===== src/rtl/note_store_player.sv =====
// Note store and square-wave tone player: records switch notes into a 16-entry
// register file and plays the entry selected by the controller's note index.
module note_store_player #(
  parameter int TONE_SHIFT = 0,
  parameter int CNT_W      = 17
) (
  input  logic       clk,
  input  logic       reset,
  input  logic       ld_note,
  input  logic       ld_play,
  input  logic [3:0] note_counter,
  input  logic [2:0] note_in,
  input  logic       clear,
  output logic       tone_out,
  output logic [2:0] cur_note,
  output logic [4:0] notes_stored,
  output logic       full
);

  typedef enum logic {IDLE, TONE} state_t;

  // Half-period in clocks; a shift that empties the entry still toggles every cycle.
  function automatic logic [CNT_W-1:0] half_of(input logic [2:0] n);
    logic [16:0] base;
    case (n)
      3'd1:    base = 17'd95556;
      3'd2:    base = 17'd85131;
      3'd3:    base = 17'd75843;
      3'd4:    base = 17'd71586;
      3'd5:    base = 17'd63776;
      3'd6:    base = 17'd56818;
      3'd7:    base = 17'd50619;
      default: base = 17'd1;
    endcase
    base = base >> TONE_SHIFT;
    if (base == 17'd0) base = 17'd1;
    return CNT_W'(base);
  endfunction

  logic             ld_note_q;
  logic [4:0]       cnt_q, cnt_d;
  logic [2:0]       mem_q [16];
  logic [2:0]       cur_note_q, cur_note_d;
  logic [2:0]       prev_q;
  state_t           state_q, state_d;
  logic [CNT_W-1:0] tcnt_q, tcnt_d;
  logic             tone_q, tone_d;

  logic             we, fwd, rd_valid;
  logic [3:0]       wr_ptr;
  logic [2:0]       rd_data;
  logic [CNT_W-1:0] half_cur;

  assign wr_ptr = cnt_q[3:0];
  assign full   = cnt_q[4];
  // clear wins over a simultaneous record edge; a full store drops writes.
  assign we     = ld_note & ~ld_note_q & ~clear & ~full;

  always_comb begin
    cnt_d = cnt_q;
    if (clear)   cnt_d = 5'd0;
    else if (we) cnt_d = cnt_q + 5'd1;
  end

  // Write-first: a read of the slot being written returns the incoming note.
  assign fwd      = we & (note_counter == wr_ptr);
  assign rd_valid = ld_play & ((5'(note_counter) < cnt_q) | fwd);
  assign rd_data  = fwd ? note_in : mem_q[note_counter];
  assign cur_note_d = rd_valid ? rd_data : 3'd0;

  always_ff @(posedge clk) begin
    if (we) mem_q[wr_ptr] <= note_in;
  end

  always_ff @(posedge clk or negedge reset) begin
    if (!reset) begin
      ld_note_q  <= 1'b0;
      cnt_q      <= 5'd0;
      cur_note_q <= 3'd0;
      prev_q     <= 3'd0;
    end else begin
      ld_note_q  <= ld_note;
      cnt_q      <= cnt_d;
      cur_note_q <= cur_note_d;
      prev_q     <= cur_note_q;
    end
  end

  assign half_cur = half_of(cur_note_q);

  always_comb begin
    state_d = state_q;
    tcnt_d  = tcnt_q;
    tone_d  = tone_q;
    case (state_q)
      IDLE: begin
        tcnt_d = '0;
        tone_d = 1'b0;
        if (cur_note_q != 3'd0) state_d = TONE;
      end
      TONE: begin
        if (cur_note_q == 3'd0) begin
          state_d = IDLE;
          tcnt_d  = '0;
          tone_d  = 1'b0;
        end else if (cur_note_q != prev_q) begin
          // New note restarts from phase 0.
          tcnt_d = '0;
          tone_d = 1'b0;
        end else if (tcnt_q == half_cur - CNT_W'(1)) begin
          tcnt_d = '0;
          tone_d = ~tone_q;
        end else begin
          tcnt_d = tcnt_q + CNT_W'(1);
        end
      end
      default: begin
        state_d = IDLE;
        tcnt_d  = '0;
        tone_d  = 1'b0;
      end
    endcase
  end

  always_ff @(posedge clk or negedge reset) begin
    if (!reset) begin
      state_q <= IDLE;
      tcnt_q  <= '0;
      tone_q  <= 1'b0;
    end else begin
      state_q <= state_d;
      tcnt_q  <= tcnt_d;
      tone_q  <= tone_d;
    end
  end

  assign tone_out     = tone_q;
  assign cur_note     = cur_note_q;
  assign notes_stored = cnt_q;

endmodule

===== config.mk =====
export PLATFORM = sky130hd
export DESIGN_NAME = note_store_player
export DESIGN_NICKNAME = d
export VERILOG_FILES = /design/src/rtl/note_store_player.sv
export SDC_FILE = /design/constraint.sdc
export NUM_CORES = 1
export LEC_CHECK = 0
export BUFFER_PORTS_ARGS = -buffer_cell sky130_fd_sc_hd__buf_2
export CAP_MARGIN = 20
export CELL_PAD_IN_SITES_DETAIL_PLACEMENT = 0
export CELL_PAD_IN_SITES_GLOBAL_PLACEMENT = 1
export CORE_MARGIN = 5
export CORE_UTILIZATION = 55
export CTS_BUF_LIST = sky130_fd_sc_hd__clkbuf_4
export CTS_CLUSTER_DIAMETER = 100
export DETAILED_ROUTE_END_ITERATION = 16
export PLACE_DENSITY = 0.89
export SLEW_MARGIN = 10
export SYNTH_ARGS = -nofsm -noshare
export SYNTH_HDL_FRONTEND = slang
export SYNTH_SLANG_ARGS = --single-unit

===== constraint.sdc =====
create_clock -name clk -period 7.85 [get_ports clk]
set_input_delay 1.57 -clock clk [delete_from_list [all_inputs] [get_ports clk]]
set_output_delay 1.57 -clock clk [all_outputs]
set_load 0.02 [all_outputs]

==> results of run 1 <==
[registers in the layout, indices dropped and copies added, names as in the netlist]
name and count:
prev_q 3, cur_note 3, state_q 1, tone_out 1, tcnt_q 17, notes_stored 5
ld_note_q 1, mem_q 48
[routing by layer]
layer / up-vias / track usage / wire, um
met5: - / 0 / 0
li1: 1326 / - / -
met1: 1368 / 0.243 / 3560
met4: 0 / 0.0551 / 110
met3: 11 / 0.0380 / 308
met2: 54 / 0.338 / 4490
[kinds of logic after synthesis]
family,count (synthesis),synth area share
DFF,79,0.531
xor gates and xnor gates,24,0.0504
AOI/OAI and AO/OA,49,0.0786
and+or+nand+nor,133,0.172
adders and majority gates,10,0.0300
buffers and inverters,38,0.0447
muxes,20,0.0933
[power by group through the flow]
stage	Combinational, mW	Clock, mW	Sequential [mW]
after global placement	0.0781	0	0.462
after global routing	0.0892	0.262	0.454
final	0.0794	0.237	0.453
after detailed placement	0.0797	0	0.462
after CTS	0.0802	0.244	0.453
after floorplan	0.0612	0	0.458
[cell usage in the layout (no fill, tap or decap), drive strengths merged, types with 5 or more instances in the layout]
cell type | synthesis | final
edfxtp | 48 | 48
dfrtp | 31 | 31
nor2 | 29 | 29
nor3 | 22 | 22
nand2 | 21 | 21
buf | 12 | 21
inv | 15 | 20
mux4 | 15 | 15
xnor2 | 13 | 13
a21oi | 12 | 12
nand3 | 12 | 12
xor2 | 11 | 11
o21ai | 10 | 10
ha | 10 | 10
clkbuf | 11 | 9
nand2b | 8 | 8
nand4 | 8 | 8
nor2b | 6 | 6
nor4 | 6 | 6
o31ai | 5 | 5
[layout make-up]
cell class,instances,area [um2]
multi-input combinational,236,1770
fill,596,2920
sequential,79,2220
clock inverter,7,72.6
inverter,15,56.3
tap,99,124
timing repair buffer,21,105
clock buffer,9,67.6
[worst max-delay path, cell delays in order, from the launching register on]
cell     delay [ps]
dfrtp_1         970
nor2b_1         290
nor2_1           70
ha_1            400
or3b_2          530
a31oi_1         170
o32a_1          210
nand4_1         130
nor4_4          670
nor3_1          130
[path summary, 6_finish.rpt]
path | start | endpoint | cells past startpoint
max | cur_note[2]$_DFF_PN0_ | tcnt_q[10]$_DFF_PN0_ | 9
min | ld_note_q$_DFF_PN0_ | notes_stored[1]$_DFFE_PN0P_ | 3
max reg2reg | cur_note[2]$_DFF_PN0_ | tcnt_q[10]$_DFF_PN0_ | 9
min reg2reg | ld_note_q$_DFF_PN0_ | notes_stored[1]$_DFFE_PN0P_ | 3
max in group asynchronous | reset | notes_stored[3]$_DFFE_PN0P_ | 1
min in group asynchronous | reset | tcnt_q[14]$_DFF_PN0_ | 1
[metrics by stage]
stage	std cells	setup slack [ps]
after floorplan	353	4750
after global placement	450	4280
after detailed placement	450	4160
after CTS	466	4140
after global routing	466	3740
final	466	4120
==> impl_metrics.json, run 1 <==
{
  "critPathCaptureType": "flop",
  "post-cts-setup-buffers": 0,
  "crit_arrival_ps": 3990,
  "synth-async-reset-ratio": 0.392,
  "syn_area_mm2": 0.00417,
  "netlist_top_cells_count": "edfxtp_1, dfrtp_1, nor2_1, nor3_1, nand2_1",
  "synth_cells": 353,
  "seq_power_share": 0.589,
  "wire_per_inst_um": 18.2,
  "grt_pass1_vias": 2898,
  "min_path_type": "flop to flop",
  "period_minus_slack_ps": 3730,
  "overflow": 0,
  "status": "complete, no violations",
  "power.net_switching_mw": 0.216,
  "setup_viol": 0,
  "die_h_um": 97.1,
  "yosysWarnings": 0,
  "routabilityCongestion": 0.859,
  "cp-start-kind": "flop",
  "root_buffer": "clkbuf_4",
  "ir_drop_uv": 173,
  "leakagePower_nw": 1.57,
  "grt_first_pass_wirelength_mm": 14.6,
  "final.setup_skew_ps": 16.3,
  "hold_buffers": 0,
  "holdWs_ps": 608,
  "finalHoldViolations": 0,
  "ff2ff_setup_slack_ps": 4120,
  "grt_start_max_net_pins": 33,
  "slew_headroom": 0.386,
  "dieArea_mm2": 0.00943,
  "syn2layout_area_growth_pct": 5.73,
  "maxSlewViolCount": 0,
  "wl_mm": 8.46,
  "htreeDepth": 3,
  "yosysUniqueCellTypes": 55,
  "nNetsFinal": 384,
  "ios": 22,
  "coreArea_mm2": 0.00733,
  "clk_path_buf_depth": 2,
  "avgSynthCellArea_um2": 11.8,
  "num_rows": 31,
  "ys_seq_area_frac": 0.531,
  "timing.final.crit_share": 0.475,
  "placed_cell_area_mm2": 0.00427,
  "max_freq_mhz": 268,
  "fin_setup_tns_ps": 0,
  "combPwrFrac": 0.103,
  "clk_latency_ps": 420,
  "synth_ff_type": "edfxtp_1",
  "yosysMostFrequentCell": "edfxtp_1",
  "cts_tree": "yes",
  "design_area_mm2": 0.00441,
  "grt_use_total": 0.193,
  "synth_edf_count": 48,
  "worstPathRequired_ps": 8110,
  "critPathMaxFanout": 32,
  "drive_above_1_share": 0.163,
  "cts_inserted_buffers": 9,
  "total_power_mw": 0.770,
  "start_util": 0.569,
  "synth_fp_nets": 375,
  "yosys.area.top_type": "edfxtp_1",
  "yosys.area.top_type_share": 0.346,
  "synth_area_leaders": "edfxtp_1, dfrtp_1, mux4_2",
  "worst_pin_slew_ps": 921,
  "rsz0062_at_grt": "no",
  "chipWidth_um": 97.1,
  "cap_viol_max_count": 0,
  "port_buffers": 21,
  "powerDensity_mw_per_mm2": 174,
  "firstDrtPassIters": 4,
  "diodes": 0,
  "drcViolationCount": 0,
  "vias": 2759,
  "path_class": "flop to flop",
  "internal_power_mw": 0.554,
  "dp_hpwl_mm": 5.96,
  "drt-initial-drc-count": 133,
  "swShare": 0.280,
  "clkPwrFrac": 0.308,
  "cts_sinks": 79,
  "ant_nets": 0,
  "ys_ff_latch": 79,
  "antenna_found_initial": 0,
  "via_per_inst": 5.92,
  "ctsResizeCount": 0,
  "clk_pin_slew_worst_paths_ps": 130,
  "final_core_util": 0.602
}
No activity file was read; power rests on OpenSTA's default activity.
==> run 2, diff against run 1 <==
--- a/config.mk
+++ b/config.mk
@@ -10,11 +10,11 @@
 export CELL_PAD_IN_SITES_DETAIL_PLACEMENT = 0
 export CELL_PAD_IN_SITES_GLOBAL_PLACEMENT = 1
 export CORE_MARGIN = 5
-export CORE_UTILIZATION = 55
+export CORE_UTILIZATION = 52
 export CTS_BUF_LIST = sky130_fd_sc_hd__clkbuf_4
 export CTS_CLUSTER_DIAMETER = 100
 export DETAILED_ROUTE_END_ITERATION = 16
-export PLACE_DENSITY = 0.89
+export PLACE_DENSITY = 0.85
 export SLEW_MARGIN = 10
 export SYNTH_ARGS = -nofsm -noshare
 export SYNTH_HDL_FRONTEND = slang
==> constraint.sdc (replaced) <==
create_clock -name clk -period 3.85 [get_ports clk]
set_input_delay 0.77 -clock clk [delete_from_list [all_inputs] [get_ports clk]]
set_output_delay 0.77 -clock clk [all_outputs]
set_load 0.02 [all_outputs]
==> run 2 against run 1 <==
Critical path depth unchanged. Utilization decreased by 2.4 points. Combinational power increased by 120%. Maximum frequency increased by 24%. First-iteration DRC count decreased by 3.0%. Sequential cell count unchanged. Clock power increased to 2.5 times the previous value. Worst setup slack got worse by 3300 ps. Wire length increased by 6.2%. Cell count increased by 1.5%. Critical path type unchanged.
==> impl_metrics.json, run 2 (synthesis results as in run 1) <==
{
  "start_util": 0.537,
  "ir_drop_uv": 280,
  "worstPathRequired_ps": 4190,
  "largest_reg_flops": 48,
  "post-place-ws_ps": 909,
  "finalHoldViolations": 0,
  "firstDrtPassIters": 4,
  "die_h_um": 99.6,
  "ff2ff_setup_slack_ps": 850,
  "port_buffers": 21,
  "syn2layout_area_growth_pct": 7.47,
  "dieArea_mm2": 0.00991,
  "status": "complete, no violations",
  "r2r_cells": 9,
  "fillCellCount": 673,
  "design_area_mm2": 0.00448,
  "drcViolationCount": 0,
  "rr_endpoint": "tone_out$_DFFE_PN0P_",
  "final_cell_mix": "edfxtp_1, dfrtp_1, nor2_1",
  "grt_use_total": 0.194,
  "dp_hpwl_mm": 6.25,
  "multi_input_area_mm2": 0.00177,
  "vias": 2810,
  "via_per_inst": 5.94,
  "root_buffer": "clkbuf_4",
  "postLayoutSetupSlackWorst_ps": 849,
  "grt_first_pass_wirelength_mm": 14.9,
  "max_flop_register": "mem_q",
  "routabilityCongestion": 0.907,
  "slowest_delay_ps": 620,
  "worst_pin_slew_ps": 814,
  "grt_pass1_vias": 2826,
  "reg2reg_from": "cur_note[2]$_DFF_PN0_",
  "ios": 22,
  "setup_viol": 0,
  "cp-start-kind": "flop",
  "drive_above_1_share": 0.173,
  "cts_inserted_buffers": 9,
  "clk_path_buf_depth": 2,
  "min_path_type": "input pin to async pin",
  "wl_mm": 8.99,
  "drt-initial-drc-count": 129,
  "critPathSlowestCell": "dfrtp_1",
  "holdWs_ps": 361,
  "overflow": 0,
  "cts_sinks": 79,
  "chipWidth_um": 99.6,
  "post-cts-setup-buffers": 0,
  "cap_viol_max_count": 0,
  "ant_nets": 0,
  "hold_buffers": 0,
  "leakagePower_nw": 1.61,
  "crit_path_cell_trace": "nor2b_1 > nor2_1 > ha_1 > or3b_2 > a31oi_1 > o32a_1 > o21ai_0 > nor4_1 > mux2_2",
  "path_class": "flop to flop",
  "critPathMaxFanout": 16,
  "max_freq_mhz": 333,
  "crit_arrival_ps": 3340,
  "clk_pin_slew_worst_paths_ps": 150,
  "powerDensity_mw_per_mm2": 377,
  "grt_start_max_net_pins": 32,
  "clk_latency_ps": 430,
  "fin_setup_tns_ps": 0,
  "num_rows": 32,
  "slew_headroom": 0.456,
  "antenna_found_initial": 0,
  "diodes": 0,
  "final.setup_skew_ps": 21.2,
  "wire_per_inst_um": 19.0,
  "placed_cell_area_mm2": 0.00430,
  "nNetsFinal": 388,
  "critPathCaptureType": "flop",
  "htreeDepth": 3,
  "maxSlewViolCount": 0,
  "cts_tree": "yes",
  "rsz0062_at_grt": "no",
  "seq_area_mm2": 0.00222,
  "layout_commonest_cell": "edfxtp_1",
  "ctsResizeCount": 0,
  "coreArea_mm2": 0.00777,
  "timing.final.crit_share": 0.779,
  "period_minus_slack_ps": 3000
}
==> run 2: cell count changes in the layout (fill, tap and decap cells not counted) <==
cell        previous run  this run
clkinvlp_4             1         0
bufinv_16              0         2
clkinv_4               0         1
buf_4                  0         4
inv_8                  2         0
==> run 2: layout make-up <==
cell class,instances,area share
repair buffers,25,0.0301
well taps,102,0.0285
inverters,15,0.0126
multi-input cells,236,0.394
clock buffers,9,0.0151
clock inverters,7,0.0248
flip-flops and latches,79,0.495
==> run 2: worst max path at each step <==
stage | startpoint | to | slack, ps | cells after the start
floorplan | cur_note[2]$_DFF_PN0_ | tcnt_q[10]$_DFF_PN0_ | 940 | 12
detailed placement | cur_note[2]$_DFF_PN0_ | tcnt_q[2]$_DFF_PN0_ | 910 | 10
finish | cur_note[2]$_DFF_PN0_ | tone_out$_DFFE_PN0P_ | 850 | 9
CTS | cur_note[2]$_DFF_PN0_ | tcnt_q[8]$_DFF_PN0_ | 890 | 10
global placement | cur_note[2]$_DFF_PN0_ | tcnt_q[6]$_DFF_PN0_ | 970 | 10
global route | cur_note[2]$_DFF_PN0_ | tcnt_q[10]$_DFF_PN0_ | 670 | 10
==> run 2: power breakdown <==
| part | internal, mW | total [mW] | switching [mW] |
|---|---|---|---|
| clock network | 0.277 | 0.600 | 0.323 |
| logic | 0.0710 | 0.174 | 0.103 |
| registers | 0.908 | 0.918 | 0.0102 |
| total | 1.26 | 1.69 | 0.436 |
==> run 2: worst max-delay path: cells and delay by family (launching register included) <==
| family | cells | cell delay (ps) |
|---|---|---|
| adders and majority gates | 1 | 360 |
| AOI/OAI and AO/OA | 3 | 460 |
| muxes | 1 | 370 |
| and+or+nand+nor | 4 | 1120 |
| DFF | 1 | 620 |
==> run 2: layer usage <==
layer  share of wire  vias to the layer above  global-route usage
met5               0                        -                   0
met4           0.020                        0              0.0704
met3           0.060                       18              0.0393
met2            0.52                       96               0.334
met1            0.40                     1363               0.242
li1                -                     1333                   -
==> run 2: per-stage QoR <==
stage          total power [mW]  utilization  instances
2_1_floorplan              1.06            -        353
3_3_place_gp               1.11        0.554        457
3_5_place_dp               1.11        0.554        457
4_1_cts                    1.70        0.577        473
5_1_grt                    1.76        0.577        473
6_report                   1.69        0.577        473
==> run 3, diff against run 2 <==
==> constraint.sdc (replaced) <==
create_clock -name clk -period 2.8 [get_ports clk]
set_input_delay 0.56 -clock clk [delete_from_list [all_inputs] [get_ports clk]]
set_output_delay 0.56 -clock clk [all_outputs]
set_load 0.02 [all_outputs]
==> run 3 against run 2 <==
Sequential cell count did not move. Maximum frequency up 16%. First-iteration DRC count fell by 13%. Worst setup slack got worse by 640 ps. Clock power up 21%. Largest cell class unchanged. Via count decreased by 0.32%. Combinational power increased by 43%.
==> impl_metrics.json, run 3 (synthesis results as in run 1) <==
{
  "ctsResizeCount": 0,
  "clk_path_buf_depth": 2,
  "post-cts-setup-buffers": 0,
  "largest_reg_flops": 48,
  "firstDrtPassIters": 4,
  "cap_viol_max_count": 0,
  "setup_viol": 0,
  "syn2layout_area_growth_pct": 8.10,
  "ir_drop_uv": 414,
  "diodes": 0,
  "timing.final.crit_share": 0.925,
  "max_freq_mhz": 386,
  "port_buffers": 21,
  "drt-initial-drc-count": 112,
  "finalHoldViolations": 0,
  "ios": 22,
  "ant_nets": 0,
  "critPathCaptureType": "flop",
  "crit_arrival_ps": 2910,
  "cts_tree": "yes",
  "wire_per_inst_um": 18.2,
  "cp-startpoint": "cur_note[2]$_DFF_PN0_",
  "overflow": 0,
  "cp-start-kind": "flop",
  "wl_mm": 8.69,
  "dp_hpwl_mm": 6.23,
  "rsz0062_at_grt": "no",
  "die_h_um": 99.6,
  "crit_path_cell_trace": "nor2b_4 > nor2_1 > ha_2 > a21boi_1 > o311ai_0 > nand4_1 > nor4_1 > mux2_2",
  "critPathMaxFanout": 13,
  "drcViolationCount": 0,
  "root_buffer": "clkbuf_4",
  "nNetsFinal": 393,
  "clk_latency_ps": 430,
  "critPathSlowestCell": "o311ai_0",
  "worstPathRequired_ps": 3120,
  "cts_sinks": 79,
  "grt_pass1_vias": 2806,
  "via_per_inst": 5.86,
  "path_class": "flop to flop",
  "antenna_found_initial": 0,
  "maxSlewViolCount": 0,
  "grt_use_total": 0.190,
  "worst_pin_slew_ps": 699,
  "drive_above_1_share": 0.194,
  "grt_first_pass_wirelength_mm": 14.6,
  "powerDensity_mw_per_mm2": 495,
  "placed_cell_area_mm2": 0.00435,
  "min_path_type": "input pin to async pin",
  "leakagePower_nw": 1.62,
  "slew_headroom": 0.534,
  "routabilityCongestion": 0.907,
  "slowest_delay_ps": 500,
  "final.setup_skew_ps": 13.0,
  "grt_start_max_net_pins": 32,
  "chipWidth_um": 99.6,
  "layout_commonest_cell": "edfxtp_1",
  "hold_buffers": 0,
  "cp_top_family": "simple AND/OR/NAND/NOR gates",
  "clk_pin_slew_worst_paths_ps": 130,
  "period_minus_slack_ps": 2590,
  "final_cell_mix": "edfxtp_1, dfrtp_1, nor2_1",
  "max_flop_register": "mem_q",
  "fin_setup_tns_ps": 0,
  "start_util": 0.537,
  "coreArea_mm2": 0.00777,
  "num_rows": 32,
  "status": "complete, no violations",
  "crit_buf_inv": 0,
  "dieArea_mm2": 0.00991,
  "vias": 2801,
  "htreeDepth": 3,
  "design_area_mm2": 0.00451,
  "cts_inserted_buffers": 9,
  "reg2reg_from": "cur_note[2]$_DFF_PN0_"
}
-- run 3: cell types whose count changed in the layout (fill, tap and decap cells not counted), moves of 2 or more --
cell,before,now
buf_4,4,9
clkinv_4,1,3
dfrtp_1,31,29
dfrtp_2,0,2
inv_6,3,1
inv_8,0,2
-- run 3: worst register-to-register path, stage by stage, from the launching register on --
cell	delay, ps
dfrtp_2	450
nor2b_4	140
nor2_1	100
ha_2	330
a21boi_1	110
o311ai_0	500
nand4_1	170
nor4_1	330
mux2_2	370
-- run 3: power breakdown --
| part | total, mW | switching (mW) | leakage, nW | internal [mW] |
|---|---|---|---|---|
| Sequential | 1.26 | 0.00920 | 0.856 | 1.25 |
| Clock | 0.728 | 0.435 | 0.0845 | 0.292 |
| Combinational | 0.249 | 0.146 | 0.684 | 0.104 |
-- run 3: path summary, 6_finish.rpt --
check | endpoint | slack [ps] | cells after the start
worst max-delay path | tone_out$_DFFE_PN0P_ | 210 | 8
worst min-delay path | tone_out$_DFFE_PN0P_ | 160 | 1
worst max register to register | tone_out$_DFFE_PN0P_ | 210 | 8
worst min register to register | tcnt_q[0]$_DFF_PN0_ | 610 | 1
max in group asynchronous | cur_note[0]$_DFF_PN0_ | 2140 | 1
min in group clk | ld_note_q$_DFF_PN0_ | 240 | 1
-- run 3: area by class of cell --
cell class	instances	area [um2]
Clock inverter	7	87.6
Clock buffer	9	67.6
Tap cell	102	128
Multi-Input combinational cell	236	1780
Timing Repair Buffer	30	173
Inverter	15	56.3
Sequential cell	79	2220
Fill cell	664	3260
-- run 3: per-stage QoR --
stage | setup WS [ps] | std cells | util | hold WS, ps | power (mW)
2_1_floorplan | 9.39 | 353 | - | 264 | 1.46
3_3_place_gp | 267 | 462 | 0.561 | 583 | 1.53
3_5_place_dp | 218 | 462 | 0.561 | 592 | 1.53
4_1_cts | 206 | 478 | 0.581 | 173 | 2.26
5_1_grt | 55.1 | 478 | 0.581 | 202 | 2.34
6_report | 209 | 478 | 0.581 | 162 | 2.23
-- run 3: routing by layer --
metal	track usage	up-vias	wire [um]
met3	0.0428	11	307
li1	-	1346	-
met5	0	-	0
met4	0.0599	0	173
met2	0.327	68	4530
met1	0.239	1376	3680
